==> src/rtl/dfu_boot_helper_pkg.sv <==
// -----------------------------------------------------------------------------
// dfu_boot_helper_pkg
// Shared definitions for the DFU boot helper:
//   - default press-timer width
//   - BTN_MODE bit positions and small decode helpers
//   - DFU mode encoding and the image loaded by a button-initiated boot
//   - glitch-filter counter rails
// -----------------------------------------------------------------------------
package dfu_boot_helper_pkg;

  // Default timer width: 2^23 cycles is roughly 0.35 s at 24 MHz.
  localparam int unsigned DFU_TIMER_WIDTH_DEF = 24;

  // BTN_MODE bit positions. A mode of 2'b00 disables the button entirely.
  localparam logic BTN_ACTLOW_BIT = 1'b0;
  localparam logic BTN_PULLUP_BIT = 1'b1;
  localparam logic [1:0] BTN_MODE_DEF = 2'b11;

  // Image selected by a button-initiated warm boot.
  localparam logic [1:0] DFU_IMAGE = 2'b01;

  // Glitch-filter counter rails.
  localparam logic [3:0] FILT_CNT_MAX = 4'd15;
  localparam logic [3:0] FILT_CNT_MIN = 4'd0;

  // Button-release behaviour.
  typedef enum logic {
    DFU_LONG_PRESS = 1'b0,  // long release boots, short release requests soft reset
    DFU_ANY_PRESS  = 1'b1   // any release boots, soft reset never requested
  } dfu_mode_e;

  function automatic logic btn_active_low(input logic [1:0] mode);
    return mode[BTN_ACTLOW_BIT];
  endfunction

  function automatic logic btn_pullup_en(input logic [1:0] mode);
    return mode[BTN_PULLUP_BIT];
  endfunction

  function automatic logic btn_enabled(input logic [1:0] mode);
    return (mode != 2'b00);
  endfunction

endpackage

==> src/rtl/btn_glitch_filter.sv <==
// -----------------------------------------------------------------------------
// btn_glitch_filter
// Two-flop synchroniser followed by a 4-bit saturating up/down counter with
// hysteresis. The output sets when the counter reaches 15 and clears when it
// reaches 0; in between it holds, so pulses shorter than 15 cycles never
// change it.
// Ports:
//   clk_24m  in   system clock
//   rst      in   async reset, active-high
//   btn_i    in   button level, 1 = pressed (asynchronous to clk_24m)
//   btn_o    out  debounced button level, 1 = pressed (registered)
// -----------------------------------------------------------------------------
module btn_glitch_filter
  import dfu_boot_helper_pkg::*;
(
  input  logic clk_24m,
  input  logic rst,
  input  logic btn_i,
  output logic btn_o
);

  logic [1:0] sync_q;
  logic [3:0] cnt_q;
  logic [3:0] cnt_d;
  logic       val_q;
  logic       val_d;

  // Synchroniser; sync_q[1] is the copy safe to use in logic.
  always_ff @(posedge clk_24m or posedge rst) begin
    if (rst) begin
      sync_q <= 2'b00;
    end else begin
      sync_q <= {sync_q[0], btn_i};
    end
  end

  // Counter and hysteresis next state. The decision looks at the next count
  // so btn_o moves on the same edge the counter hits a rail.
  always_comb begin
    cnt_d = cnt_q;
    val_d = val_q;
    if (sync_q[1]) begin
      if (cnt_q != FILT_CNT_MAX) begin
        cnt_d = cnt_q + 4'd1;
      end else begin
        cnt_d = cnt_q;
      end
    end else begin
      if (cnt_q != FILT_CNT_MIN) begin
        cnt_d = cnt_q - 4'd1;
      end else begin
        cnt_d = cnt_q;
      end
    end
    if (cnt_d == FILT_CNT_MAX) begin
      val_d = 1'b1;
    end else if (cnt_d == FILT_CNT_MIN) begin
      val_d = 1'b0;
    end else begin
      val_d = val_q;
    end
  end

  // Counter and output state registers.
  always_ff @(posedge clk_24m or posedge rst) begin
    if (rst) begin
      cnt_q <= FILT_CNT_MIN;
      val_q <= 1'b0;
    end else begin
      cnt_q <= cnt_d;
      val_q <= val_d;
    end
  end

  assign btn_o = val_q;

endmodule

==> src/rtl/dfu_boot_helper.sv <==
// -----------------------------------------------------------------------------
// dfu_boot_helper
// Conditions the user button pad (IOB register, synchroniser, glitch filter,
// press-duration timer) and turns button releases and bus boot commands into
// a sticky iCE40 warm-boot request or a one-cycle soft-reset request.
// Ports:
//   clk_24m   in   system clock
//   rst       in   async reset, active-high
//   boot_now  in   bus-issued boot command (level)
//   boot_sel  in   [1:0] image for a bus-issued boot
//   btn_pad   in   raw button pad
//   btn_val   out  debounced button state, 1 = pressed
//   rst_req   out  one-cycle soft-reset request
//   boot_req  out  sticky warm-boot request (SB_WARMBOOT.BOOT)
//   boot_img  out  [1:0] selected image (SB_WARMBOOT.S1/S0)
// The iCE40 primitives are instantiated when ICE40_PRIMS is defined;
// otherwise behavioural equivalents are used.
// -----------------------------------------------------------------------------
module dfu_boot_helper
  import dfu_boot_helper_pkg::*;
#(
  parameter int unsigned TIMER_WIDTH = DFU_TIMER_WIDTH_DEF,
  parameter logic [1:0]  BTN_MODE    = BTN_MODE_DEF,
  parameter dfu_mode_e   DFU_MODE    = DFU_LONG_PRESS
) (
  input  logic       clk_24m,
  input  logic       rst,
  input  logic       boot_now,
  input  logic [1:0] boot_sel,
  input  logic       btn_pad,
  output logic       btn_val,
  output logic       rst_req,
  output logic       boot_req,
  output logic [1:0] boot_img
);

  localparam logic [TIMER_WIDTH-1:0] TIMER_ZERO = {TIMER_WIDTH{1'b0}};
  localparam logic [TIMER_WIDTH-1:0] TIMER_MAX  = {TIMER_WIDTH{1'b1}};
  localparam logic [TIMER_WIDTH-1:0] TIMER_ONE  = {{(TIMER_WIDTH-1){1'b0}}, 1'b1};

  logic                   pad_q;
  logic                   pressed_s;
  logic                   btn_val_s;
  logic                   btn_prev_q;
  logic [TIMER_WIDTH-1:0] timer_q;
  logic [TIMER_WIDTH-1:0] timer_d;
  logic                   release_s;
  logic                   long_s;
  logic                   btn_trig_s;
  logic                   short_rel_s;
  logic                   rst_req_q;
  logic                   rst_req_d;
  logic                   boot_req_q;
  logic                   boot_req_d;
  logic [1:0]             boot_img_q;
  logic [1:0]             boot_img_d;

`ifdef ICE40_PRIMS
  SB_IO #(
    .PIN_TYPE (6'b000000),
    .PULLUP   (btn_pullup_en(BTN_MODE))
  ) u_btn_io (
    .PACKAGE_PIN (btn_pad),
    .INPUT_CLK   (clk_24m),
    .D_IN_0      (pad_q)
  );
`else
  // IOB input register model; resets to the idle (not-pressed) pad level.
  always_ff @(posedge clk_24m or posedge rst) begin
    if (rst) begin
      pad_q <= btn_active_low(BTN_MODE);
    end else begin
      pad_q <= btn_pad;
    end
  end
`endif

  // Polarity fix-up: pressed_s is 1 while the button is held.
  always_comb begin
    pressed_s = 1'b0;
    if (!btn_enabled(BTN_MODE)) begin
      pressed_s = 1'b0;
    end else if (btn_active_low(BTN_MODE)) begin
      pressed_s = ~pad_q;
    end else begin
      pressed_s = pad_q;
    end
  end

  btn_glitch_filter u_filter (
    .clk_24m (clk_24m),
    .rst     (rst),
    .btn_i   (pressed_s),
    .btn_o   (btn_val_s)
  );

  // The release is seen the cycle after btn_val falls; timer_q still holds
  // the press duration then, since it only clears on the following edge.
  assign release_s   = btn_prev_q & ~btn_val_s;
  assign long_s      = timer_q[TIMER_WIDTH-1];
  assign btn_trig_s  = release_s & ((DFU_MODE == DFU_ANY_PRESS) | long_s);
  assign short_rel_s = release_s & (DFU_MODE == DFU_LONG_PRESS) & ~long_s;

  // Press timer and trigger resolution. Bus command beats a button trigger;
  // after boot_req is set everything else is ignored.
  always_comb begin
    timer_d    = timer_q;
    rst_req_d  = 1'b0;
    boot_req_d = boot_req_q;
    boot_img_d = boot_img_q;

    if (!btn_val_s) begin
      timer_d = TIMER_ZERO;
    end else if (timer_q != TIMER_MAX) begin
      timer_d = timer_q + TIMER_ONE;
    end else begin
      timer_d = timer_q;
    end

    if (boot_req_q) begin
      boot_req_d = 1'b1;
      boot_img_d = boot_img_q;
    end else if (boot_now) begin
      boot_req_d = 1'b1;
      boot_img_d = boot_sel;
    end else if (btn_trig_s) begin
      boot_req_d = 1'b1;
      boot_img_d = DFU_IMAGE;
    end else if (short_rel_s) begin
      rst_req_d = 1'b1;
    end else begin
      rst_req_d = 1'b0;
    end
  end

  // Timer, release edge detector and warm-boot/soft-reset registers.
  always_ff @(posedge clk_24m or posedge rst) begin
    if (rst) begin
      btn_prev_q <= 1'b0;
      timer_q    <= TIMER_ZERO;
      rst_req_q  <= 1'b0;
      boot_req_q <= 1'b0;
      boot_img_q <= 2'b00;
    end else begin
      btn_prev_q <= btn_val_s;
      timer_q    <= timer_d;
      rst_req_q  <= rst_req_d;
      boot_req_q <= boot_req_d;
      boot_img_q <= boot_img_d;
    end
  end

`ifdef ICE40_PRIMS
  SB_WARMBOOT u_warmboot (
    .BOOT (boot_req_q),
    .S1   (boot_img_q[1]),
    .S0   (boot_img_q[0])
  );
`endif

  assign btn_val  = btn_val_s;
  assign rst_req  = rst_req_q;
  assign boot_req = boot_req_q;
  assign boot_img = boot_img_q;

endmodule

==> config.mk <==
export PLATFORM = sky130hd
export DESIGN_NAME = dfu_boot_helper
export DESIGN_NICKNAME = d
export VERILOG_FILES = /design/src/rtl/dfu_boot_helper_pkg.sv /design/src/rtl/btn_glitch_filter.sv /design/src/rtl/dfu_boot_helper.sv
export SDC_FILE = /design/constraint.sdc
export NUM_CORES = 1
export LEC_CHECK = 0
export CORE_ASPECT_RATIO = 1.75
export CORE_MARGIN = 4
export CORE_UTILIZATION = 53
export DETAILED_ROUTE_END_ITERATION = 8
export PLACE_DENSITY_LB_ADDON = 0.08
export SLEW_MARGIN = 20
export SYNTH_ARGS = -nofsm -noshare
export SYNTH_HDL_FRONTEND = slang
export SYNTH_SLANG_ARGS = --single-unit
==> constraint.sdc <==
create_clock -name clk_24m -period 1.8 [get_ports clk_24m]
set_input_delay 0.18 -clock clk_24m [delete_from_list [all_inputs] [get_ports clk_24m]]
set_output_delay 0.18 -clock clk_24m [all_outputs]
set_load 0.02 [all_outputs]
==> results.yml <==
yosys:
  syn-num-nets: 205
  synth_flop_cell: "dfrtp_1"
  synth_edf_count: 0
  synth_area_sq_um: 1894
  yosys_register_bits: 37
  async_reset_ff_frac: 1.000
  netlist_top_cells_area: "dfrtp_1, xnor2_1, nor2_1, nand4_1, a21oi_1"
  yosysUniqueCellTypes: 40
  seq_area_frac_synth: 0.4894
  yosysWarningCount: 0
  synthCells: 196
  synth_largest_area_cell: "dfrtp_1"
  syn_area_per_cell_sq_um: 9.665
  yosysTopAreaCellShare: 0.4756
run_status:
  violations: "setup timing"
  status: "complete, but fails checks"
layout:
  drive_gt1_frac: 0.2222
  final_util: 0.7062
  final_common_cell: "dfrtp_1"
  final_cell_mix: "dfrtp_1, nor2_1, xnor2_1, buf_4, nand2_1"
  num_antenna_cells: 0
  nets: 233
  syn_to_final_growth_pct: 26.68
global_route:
  track_usage: 0.2086
  busiest_layer: "met2"
  grt_start_max_net_pins: 38
  overflow: 0
  grt_pass1_wl_um: 7120
  use_met1: 0.2455
  met2_usage: 0.3405
  grtUsageMet3: 0.05489
  grt_antenna_before_repair: 0
  first_global_vias: 1613
die:
  die_area_sq_um: 4632
  core_region_area_sq_um: 3398
  row_count: 28
  num_io_pins: 11
  die_x_um: 53.19
  start_util: 0.5574
  die_y_um: 87.09
route:
  dr.pass1.iters: 4
  avgViaCountPerCell: 5.863
  routed_wl_um: 4182
  antenna_left: 0
  drt-initial-drc-count: 44
  route.vias.total: 1583
  routedWlPerCell_um: 15.49
  drc: 0
power_and_ir_drop:
  power.total_mw: 2.707
  p_leak_nw: 0.9503
  p_per_area_nw_per_um2: 1128
  ir_drop_mv: 1.006
job:
  maxCapViolCount: 0
critical_path:
  ff2ff_setup_slack_ps: -6
  critPathTopFamily: "compound AO/OA/AOI/OAI gates"
  end_kind: "flop"
  crit_top_cell: "nand2_1"
  crit_path_start_kind: "flop"
  worstPathMaxFanout: 5
  worst-path-buf-inv: 1
  crit_end: "u_filter.btn_o"
  reg2reg_from: "u_filter.cnt_q[0]"
  worstPathArrival_ps: 1980
  worst-endpoint-required_ps: 1970
  cpPeakStageDelay_ps: 440
  criticalPathCategory: "reg -> reg"
  crit_cells: 7
  crit_start: "u_filter.cnt_q[0]"
  worst_r2r_path_depth: 7
  cp_cell_sequence: "inv_1 > ha_2 > nand2_1 > a21oi_1 > a211o_1 > o41ai_2 > nand2_1"
  r2r-end: "u_filter.btn_o"
  crit_slowest_cell: "dfrtp_2"
sta:
  fin_crit_sh: 1.003
  hold_viol: 0
  fin_ws_ps: -5.843
  finClkSkew_ps: 9.701
  fmax_mhz: 553.8
  period_needed_ps: 1806
  rsz0062_at_grt: "yes"
  worst_pin_slew_ps: 722.8
  slew_headroom: 0.5130
  setup_viol: 2
  drv_slew: 0
clock_tree:
  htreeDepth: 2
  cts_hold_buf: 0
  cts_root_buf: "clkbuf_8"
  clk_latency_ps: 290
  clkSlewWorstSetupHoldPaths_ps: 70
  clock-sinks: 37
  clockBufferDepth: 2
  cts_tree: "built"
  numCtsBuffers: 5
place:
  port_buffers: 10
  hpwl_um: 2758
  gp_congestion: 0.7921
hold_path:
  hold_class: "in -> async"
[kinds of logic after synthesis]
family                     share of synthesized area
buffers and inverters                        0.02840
xor gates and xnor gates                     0.09247
and+or+nand+nor                               0.2602
DFF                                           0.4894
AOI/OAI and AO/OA                             0.1037
adders and majority gates                    0.01982
muxes                                       0.005944
[how the worst min path moves through the flow]
stage	slack [ps]	to	from
4_1_cts	290	pad_q	btn_pad
3_5_place_dp	340	u_filter.sync_q[1]	u_filter.sync_q[0]
5_1_grt	300	pad_q	btn_pad
6_report	280	timer_q[11]	rst
2_1_floorplan	180	pad_q	btn_pad
3_3_place_gp	340	u_filter.sync_q[1]	u_filter.sync_q[0]
[power by group]
group / leakage, nW / internal (mW) / switching (mW) / total (mW)
Sequential: 0.485 / 0.936 / 0.147 / 1.08
Combinational: 0.397 / 0.371 / 0.408 / 0.778
Clock: 0.0681 / 0.550 / 0.296 / 0.846
Total: 0.950 / 1.86 / 0.850 / 2.71
[through the flow]
step	cell area, sq um	setup TNS [ps]	setup slack, ps	hold slack, ps	instances
final	2400	-6.701	-5.843	284.7	270
after global routing	2400	-406.0	-125.0	296.2	270
after CTS	2312	0	4.942	291.1	266
after detailed placement	2156	-81.00	-81.00	336.3	257
after global placement	2156	-13.00	-13.00	344.0	257
after floorplan	1936	0	47.66	184.5	196
[layer usage]
metal	vias to the layer above	wire (um)	part of all wire
met5	-	0	0
li1	760	-	-
met2	47	2242	0.54
met4	0	110	0.026
met1	765	1680	0.40
met3	11	149	0.036
[final cells by class]
| cell class | instances | area, sq um |
|---|---|---|
| multi-input cells | 145 | 1020 |
| fillers | 277 | 998.5 |
| flip-flops and latches | 37 | 928.4 |
| repair buffers | 28 | 235.2 |
| clock buffers | 5 | 68.82 |
| clock inverters | 3 | 65.06 |
| well taps | 45 | 56.30 |
| inverters | 7 | 26.28 |
[worst register-to-register path, cell delays in order (launching register included)]
cell     delay (ps)
dfrtp_2         440
inv_1            70
ha_2            270
nand2_1         100
a21oi_1          90
a211o_1         310
o41ai_2         330
nand2_1          80
[registers in the layout, indices dropped and copies added, names as in the netlist]
| signal | flops |
|---|---|
| timer_q | 24 |
| u_filter.cnt_q | 4 |
| boot_img | 2 |
| u_filter.sync_q | 2 |
| boot_req | 1 |
| btn_prev_q | 1 |
| pad_q | 1 |
| rst_req | 1 |
| u_filter.btn_o | 1 |
[Yosys cell counts, drive strengths merged, types with 2 or more instances]
master / count
a211oi: 4
a21oi: 11
a31oi: 2
and4: 4
clkbuf: 6
dfrtp: 36
ha: 3
inv: 7
nand2: 13
nand3: 10
nand3b: 3
nand4: 11
nor2: 20
nor2b: 3
nor3: 9
nor4: 2
nor4b: 3
o21ai: 8
or3: 3
or4: 3
xnor2: 18
xor2: 2
[what timing repair did]
item / 4_1_cts / 5_1_grt
setup endpoints to repair: 1 / 17
buffers inserted: 1 / 4
endpoints found under the hold margin: 0 / 0
pin swaps: 1 / 3
gates resized for setup: 4 / 12
Note: power is estimated with default switching activity, not from simulation.
